File: config.mk
export PLATFORM = sky130hd
export DESIGN_NAME = stream_fifo
export DESIGN_NICKNAME = d
export VERILOG_FILES = /design/src/rtl/fifo_pkg.sv /design/src/rtl/dual_port_bram.sv /design/src/rtl/stream_fifo.sv
export SDC_FILE = /design/constraint.sdc
export NUM_CORES = 1
export LEC_CHECK = 0
export BUFFER_PORTS_ARGS = -buffer_cell sky130_fd_sc_hd__clkbuf_2
export CAP_MARGIN = 0
export CORE_ASPECT_RATIO = 1.5
export CORE_UTILIZATION = 30
export DETAILED_ROUTE_END_ITERATION = 6
export REMOVE_ABC_BUFFERS = 1
export SLEW_MARGIN = 20
export SYNTH_ARGS = -nofsm -noshare
export SYNTH_HDL_FRONTEND = slang
export SYNTH_SLANG_ARGS = --single-unit
File: constraint.sdc
create_clock -name aclk -period 2.6 [get_ports aclk]
set_clock_uncertainty 0.2 [all_clocks]
set_input_delay 0.39 -clock aclk [delete_from_list [all_inputs] [get_ports aclk]]
set_output_delay 0.39 -clock aclk [all_outputs]
set_load 0.01 [all_outputs]
File: src/rtl/fifo_pkg.sv
// Shared constants and helpers for the stream FIFO family.
// Holds the count-width helper and the default almost-full/almost-empty thresholds.
package fifo_pkg;

    // Default almost_empty threshold: flag when at most one word remains.
    localparam int AE_LEVEL_DEFAULT = 1;

    // Default almost_full margin below capacity: flag one word before full.
    localparam int AF_MARGIN_DEFAULT = 1;

    // Width of an occupancy counter that must represent 0 .. 2**depth inclusive.
    function automatic int cnt_width(input int depth);
        return depth + 1;
    endfunction

    // Default almost_full threshold for a FIFO with 2**depth words of capacity.
    function automatic int af_level_default(input int depth);
        return (1 << depth) - AF_MARGIN_DEFAULT;
    endfunction

endpackage

File: src/rtl/dual_port_bram.sv
// Simple dual-port RAM: one write port, one read port with a registered
// (1-cycle) read. A read and write to the same address in one cycle
// returns the old contents.
module dual_port_bram #(
    parameter int WIDTH = 8,
    parameter int DEPTH = 4
) (
    input  logic             clk,
    input  logic             we,
    input  logic [DEPTH-1:0] waddr,
    input  logic [WIDTH-1:0] wdata,
    input  logic [DEPTH-1:0] raddr,
    output logic [WIDTH-1:0] rdata
);

    logic [WIDTH-1:0] mem [2**DEPTH];
    logic [WIDTH-1:0] rdata_d;
    logic [WIDTH-1:0] rdata_q;

    // Select the addressed word ahead of the read register.
    always_comb begin
        rdata_d = mem[raddr];
    end

    // Write port and registered read port share the same clock edge.
    always_ff @(posedge clk) begin
        if (we) begin
            mem[waddr] <= wdata;
        end
        rdata_q <= rdata_d;
    end

    assign rdata = rdata_q;

endmodule

File: src/rtl/stream_fifo.sv
// First-word-fall-through stream FIFO built from a registered-read RAM plus
// an output register. Total capacity is 2**DEPTH words, counting the word
// held in the output register.
// Optional feature: define STREAM_FIFO_ERR_EN to add sticky
// err_overflow / err_underflow flags.
module stream_fifo
    import fifo_pkg::*;
#(
    parameter int WIDTH    = 8,
    parameter int DEPTH    = 4,
    parameter int AF_LEVEL = af_level_default(DEPTH),
    parameter int AE_LEVEL = AE_LEVEL_DEFAULT
) (
    input  logic                          aclk,
    input  logic                          aresetn,
    input  logic                          flush,
    input  logic                          in_valid,
    output logic                          in_ready,
    input  logic [WIDTH-1:0]              in_data,
    output logic                          out_valid,
    input  logic                          out_ready,
    output logic [WIDTH-1:0]              out_data,
    output logic [cnt_width(DEPTH)-1:0]   count,
    output logic                          almost_full,
    output logic                          almost_empty
`ifdef STREAM_FIFO_ERR_EN
    ,
    output logic                          err_overflow,
    output logic                          err_underflow
`endif
);

    localparam int CW = cnt_width(DEPTH);
    localparam logic [CW-1:0] CAP  = CW'(1 << DEPTH);
    localparam logic [CW-1:0] AF_L = CW'(AF_LEVEL);
    localparam logic [CW-1:0] AE_L = CW'(AE_LEVEL);

    logic [DEPTH-1:0] wr_ptr_q, wr_ptr_d;
    logic [DEPTH-1:0] rd_ptr_q, rd_ptr_d;
    logic [CW-1:0]    count_q, count_d;
    logic             out_valid_q, out_valid_d;
    logic [WIDTH-1:0] out_data_q, out_data_d;
    logic             af_q, af_d;
    logic             ae_q, ae_d;
    logic             ready_en_q, ready_en_d;
    logic             fwd_sel_q, fwd_sel_d;
    logic [WIDTH-1:0] fwd_data_q, fwd_data_d;

    logic             wr_fire;
    logic             rd_fire;
    logic             need_head;
    logic             pop;
    logic             bypass;
    logic             ram_we;
    logic [CW-1:0]    ram_count;
    logic [WIDTH-1:0] ram_rdata;
    logic [WIDTH-1:0] ram_head;

    // The RAM read address follows the next read pointer, so its registered
    // output always shows the current RAM head one cycle later.
    dual_port_bram #(
        .WIDTH (WIDTH),
        .DEPTH (DEPTH)
    ) u_ram (
        .clk   (aclk),
        .we    (ram_we),
        .waddr (wr_ptr_q),
        .wdata (in_data),
        .raddr (rd_ptr_d),
        .rdata (ram_rdata)
    );

    // Handshake decode: decide whether the head refills from RAM, from the
    // incoming word directly, or not at all, and whether the write lands in RAM.
    always_comb begin
        in_ready  = ready_en_q && (count_q < CAP) && !flush;
        wr_fire   = in_valid && in_ready;
        rd_fire   = out_valid_q && out_ready;
        ram_count = count_q - CW'(out_valid_q);
        need_head = !out_valid_q || rd_fire;
        pop       = need_head && (ram_count != '0);
        bypass    = need_head && (ram_count == '0) && wr_fire;
        ram_we    = wr_fire && !bypass;
        ram_head  = fwd_sel_q ? fwd_data_q : ram_rdata;
    end

    // Next-state for pointers, output stage, occupancy and threshold flags.
    always_comb begin
        wr_ptr_d    = wr_ptr_q;
        rd_ptr_d    = rd_ptr_q;
        count_d     = count_q;
        out_valid_d = out_valid_q;
        out_data_d  = out_data_q;
        ready_en_d  = 1'b1;
        fwd_data_d  = in_data;

        if (ram_we) begin
            wr_ptr_d = wr_ptr_q + DEPTH'(1);
        end
        if (pop) begin
            rd_ptr_d    = rd_ptr_q + DEPTH'(1);
            out_valid_d = 1'b1;
            out_data_d  = ram_head;
        end else if (bypass) begin
            out_valid_d = 1'b1;
            out_data_d  = in_data;
        end else if (rd_fire) begin
            out_valid_d = 1'b0;
        end

        case ({wr_fire, rd_fire})
            2'b10:   count_d = count_q + CW'(1);
            2'b01:   count_d = count_q - CW'(1);
            default: count_d = count_q;
        endcase

        if (flush) begin
            wr_ptr_d    = '0;
            rd_ptr_d    = '0;
            count_d     = '0;
            out_valid_d = 1'b0;
        end

        fwd_sel_d = ram_we && (wr_ptr_q == rd_ptr_d);
        af_d      = (count_d >= AF_L);
        ae_d      = (count_d <= AE_L);
    end

    // State registers, cleared asynchronously while aresetn is low.
    always_ff @(posedge aclk or negedge aresetn) begin
        if (!aresetn) begin
            wr_ptr_q    <= '0;
            rd_ptr_q    <= '0;
            count_q     <= '0;
            out_valid_q <= 1'b0;
            out_data_q  <= '0;
            af_q        <= 1'b0;
            ae_q        <= 1'b1;
            ready_en_q  <= 1'b0;
            fwd_sel_q   <= 1'b0;
            fwd_data_q  <= '0;
        end else begin
            wr_ptr_q    <= wr_ptr_d;
            rd_ptr_q    <= rd_ptr_d;
            count_q     <= count_d;
            out_valid_q <= out_valid_d;
            out_data_q  <= out_data_d;
            af_q        <= af_d;
            ae_q        <= ae_d;
            ready_en_q  <= ready_en_d;
            fwd_sel_q   <= fwd_sel_d;
            fwd_data_q  <= fwd_data_d;
        end
    end

    assign out_valid    = out_valid_q;
    assign out_data     = out_data_q;
    assign count        = count_q;
    assign almost_full  = af_q;
    assign almost_empty = ae_q;

`ifdef STREAM_FIFO_ERR_EN
    logic err_overflow_q, err_overflow_d;
    logic err_underflow_q, err_underflow_d;

    // Sticky protocol-error flags; a refused write in the first cycle after
    // reset release is not counted as an overflow.
    always_comb begin
        err_overflow_d  = err_overflow_q;
        err_underflow_d = err_underflow_q;
        if (flush) begin
            err_overflow_d  = 1'b0;
            err_underflow_d = 1'b0;
        end else begin
            if (in_valid && !in_ready && ready_en_q) begin
                err_overflow_d = 1'b1;
            end
            if (out_ready && !out_valid_q) begin
                err_underflow_d = 1'b1;
            end
        end
    end

    // Error flag registers.
    always_ff @(posedge aclk or negedge aresetn) begin
        if (!aresetn) begin
            err_overflow_q  <= 1'b0;
            err_underflow_q <= 1'b0;
        end else begin
            err_overflow_q  <= err_overflow_d;
            err_underflow_q <= err_underflow_d;
        end
    end

    assign err_overflow  = err_overflow_q;
    assign err_underflow = err_underflow_q;
`endif

endmodule

==> results.sh <==
export IMPL_number_of_global_route_vias_before_repair=4605
export IMPL_grt_setup_unrepaired="true"
export IMPL_synthDistinctLibCells=47
export IMPL_timing_worst_slew_pin_value_ns=0.873
export IMPL_crit_family="compound AO/OA/AOI/OAI gates"
export IMPL_synthToLayoutAreaGrowth_pct=24.2
export IMPL_crit_path_start_kind="flop"
export IMPL_fp_dieArea_sq_um=24000
export IMPL_cts_tree="done"
export IMPL_initialDrtViolationCount=216
export IMPL_finalWorstPathRequiredPeriod_ns=2.89
export IMPL_timing_critical_path_to_type="flop"
export IMPL_cts_max_level=4
export IMPL_violations="negative setup slack"
export IMPL_critical_path_data_required_time_ns=2.68
export IMPL_layout_drive_gt1_share_pct=24.0
export IMPL_m1WireLength_microns=6270
export IMPL_p_leak_nw=3.24
export IMPL_clockBufferDepth=2
export IMPL_bufs_and_invs_on_worst_path=3
export IMPL_drt_drc_violations_left=0
export IMPL_io_count=30
export IMPL_ys_dominant_reg_cell="edfxtp_1"
export IMPL_yosys_warnings=0
export IMPL_grt_pass1_wl_microns=25600
export IMPL_initial_core_utilization_pct=30.6
export IMPL_yosys_register_bits=170
export IMPL_placement_setup_worst_slack_ns=-0.453
export IMPL_route_detailed_wl_per_inst_microns=17.7
export IMPL_design_power_total_mw=8.33
export IMPL_netlist_instances=555
export IMPL_max_stage_delay_ns=0.46
export IMPL_routed_top_layer="met4"
export IMPL_placement_rows=68
export IMPL_netlist_area_sq_um=7020
export IMPL_layout_nets=659
export IMPL_fillers=2184
export IMPL_synthesis_area_per_instance_sq_um=12.6
export IMPL_placed_wire_length_estimate_microns=11200
export IMPL_whs_ns=0.144
export IMPL_area_of_the_multi_input_gates_sq_um=2130
export IMPL_drv_max_cap_violation_count=0
export IMPL_synth_sequential_area_ratio_pct=69.2
export IMPL_cts_root_buffer_cell="clkbuf_16"
export IMPL_worst_endpoint_arrival_ns=2.97
export IMPL_utilization_pct=38.0
export IMPL_reg_area_sq_um=4860
export IMPL_synth_edff_count=128
export IMPL_drt_pass1_iter_count=5
export IMPL_io_buffer_count=29
export IMPL_globalRouteTotalUtil_pct=14.5
export IMPL_cts_sinks=170
export IMPL_maximum_clock_frequency_mhz=347
export IMPL_postRouteWirelength_microns=16400
export IMPL_finalWorstSetupSlack_ns=-0.286
export IMPL_drtAntennaViolNets=0
export IMPL_clk_insertion_delay_late_ns=0.43
export IMPL_die_x_microns=127
export IMPL_detailroute_via_count=4480
export IMPL_slew_viol_final=0
export IMPL_clock_input_transition_at_the_sequential_cells_of_the_worst_setup_and_hold_paths_ns=0.07
export IMPL_timing_final_hold_violations=0
export IMPL_antenna_found_initial=0
export IMPL_worstHoldPathType="in2reg"
export IMPL_share_of_flip_flops_with_an_asynchronous_set_or_reset_pct=20.0
export IMPL_layout_worst_path_cycle_share_pct=111
export IMPL_core_area_sq_um=23000
export IMPL_worst_setup_path_type="reg2reg"
export IMPL_power_ir_vdd_worst_uv=468
export IMPL_run_status="complete, but fails checks"
export IMPL_grt_overflow_total=0
export IMPL_antenna_cells=0
export IMPL_grt_start_max_net_pins=35
export IMPL_viasPerCell=4.82
export IMPL_crit_path_cell_trace="ha_4 -> or4b_4 -> o2111ai_2 -> o21a_2 -> inv_4 -> buf_12 -> buf_8 -> nand2_4 -> nand2_2 -> o211ai_1 -> nand4_1"
export IMPL_critical_path_max_fanout=7
export IMPL_power_per_standard_cell_area_nw_per_um2=955
export IMPL_timing_max_slew_rel_slack_pct=41.8
export IMPL_routability_driven_placement_congestion_ratio=0.826
export IMPL_die_height_microns=189
export IMPL_met3_wirelength_microns=443
export IMPL_timing_setup_tns_ns=-1.83
export IMPL_tritoncts_num_buffers=17
export IMPL_critPathSlowestCell="or4b_4"
export IMPL_met2RoutedLength_microns=9320
export IMPL_report_final_setup_viol=9
## path summary, 6_finish.rpt
kind	slack, ns	from	cells after the start	end
worst max-delay path	-0.29	out_valid	11	u_ram.rdata[2]
worst min-delay path	0.14	in_data[6]	1	fwd_data_q[6]
worst max register to register	-0.29	out_valid	11	u_ram.rdata[2]
worst min register to register	0.28	out_data[1]	2	out_data[1]
max in group asynchronous	1.20	aresetn	2	count[4]
min in group asynchronous	0.41	aresetn	2	count[4]
## per-layer routing
metal,track usage [%],vias to the layer above
li1,-,2164
met1,15.4,2207
met2,27.7,85
met3,2.29,24
met4,6.23,0
met5,0,-
## worst register-to-register path, cell delays in order, from the launching register on
cell and delay (ns):
dfrtp_1 0.41, ha_4 0.27, or4b_4 0.46, o2111ai_2 0.21, o21a_2 0.20, inv_4 0.05, buf_12 0.14, buf_8 0.14
nand2_4 0.05, nand2_2 0.05, o211ai_1 0.41, nand4_1 0.17
## synth_stat cells (2+ instances only)
cell	instances	area (sq um)
xor2_1	9	78.8
xnor2_1	6	52.6
nor3_1	8	40.0
nor2b_1	2	12.5
a21oi_1	15	75.1
mux2i_1	23	230
buf_6	3	33.8
ha_1	9	113
nor2_1	15	56.3
a32oi_1	3	26.3
buf_2	9	45.0
clkbuf_1	13	48.8
o211ai_1	22	165
edfxtp_1	128	3840
nor3b_1	2	15.0
o21ai_0	20	100
nand3_1	24	120
dfrtp_1	33	826
nand2_1	143	537
dfxtp_1	8	160
inv_1	8	30.0
a221o_1	8	80.1
buf_1	3	11.3
nand4_1	8	50.1
and2_1	9	56.3
or3_1	3	18.8
## placed cells by master, fill, tap and decap left out, types with 4 or more instances in the layout
cell type / n
nand2_1: 139
edfxtp_1: 128
buf_4: 46
dfrtp_1: 32
clkbuf_2: 29
nand3_1: 24
mux2i_1: 23
o211ai_1: 22
o21ai_0: 19
clkbuf_16: 17
nor2_1: 13
a21oi_1: 11
buf_12: 10
xor2_1: 8
a221o_1: 8
nand4_1: 8
dfxtp_1: 8
inv_1: 7
xnor2_1: 6
nor3_1: 6
and2_1: 5
ha_1: 5
buf_6: 5
a21oi_2: 4
inv_6: 4
## registers in the layout, summed over array words and instances, names as in the netlist, 4 cells and up
name / count
u_ram.mem: 128
fwd_data_q: 8
out_data: 8
u_ram.rdata: 8
count: 5
rd_ptr_q: 4
wr_ptr_q: 4
## power breakdown
part	internal (mW)	switching, mW	total (mW)	leakage (nW)
clock	1.43	1.05	2.48	0.285
combinational	1.09	1.50	2.59	1.31
sequential	3.13	0.122	3.25	1.65
## final cells by class
| class | count | area share [%] |
|---|---|---|
| multi-input cells | 347 | 24.4 |
| inverters | 9 | 0.416 |
| repair buffers | 92 | 8.85 |
| well taps | 280 | 4.02 |
| clock inverters | 12 | 1.59 |
| clock buffers | 20 | 5.01 |
| flip-flops and latches | 170 | 55.7 |
## per-stage QoR
step / cell area (sq um) / std cells
detailed placement: 7910 / 891
finish: 8720 / 930
global placement: 7910 / 891
CTS: 8610 / 930
global route: 8720 / 930
floorplan: 6870 / 526
## repair_timing
| action | CTS | global route |
|---|---|---|
| buffers inserted | 6 | 2 |
| hold buffers | 1 | 0 |
| pin swaps | 15 | 12 |
| endpoints found under the setup margin | 95 | 140 |
| hold endpoints to repair | 33 | 0 |
| resized for setup | 20 | 25 |
## logic make-up (layout without fill, tap and decap cells)
| group | Yosys count | in the layout | synth area share [%] |
|---|---|---|---|
| other | 1 | 1 | 0.0534 |
| buffers and inverters | 38 | 133 | 2.57 |
| muxes | 24 | 24 | 3.44 |
| AOI/OAI and AO/OA | 77 | 77 | 7.58 |
| adders and majority gates | 9 | 9 | 1.60 |
| and+or+nand+nor | 221 | 221 | 13.7 |
| xor gates and xnor gates | 15 | 15 | 1.87 |
| DFF | 170 | 170 | 69.2 |
No activity file was read; power rests on OpenSTA's default activity.
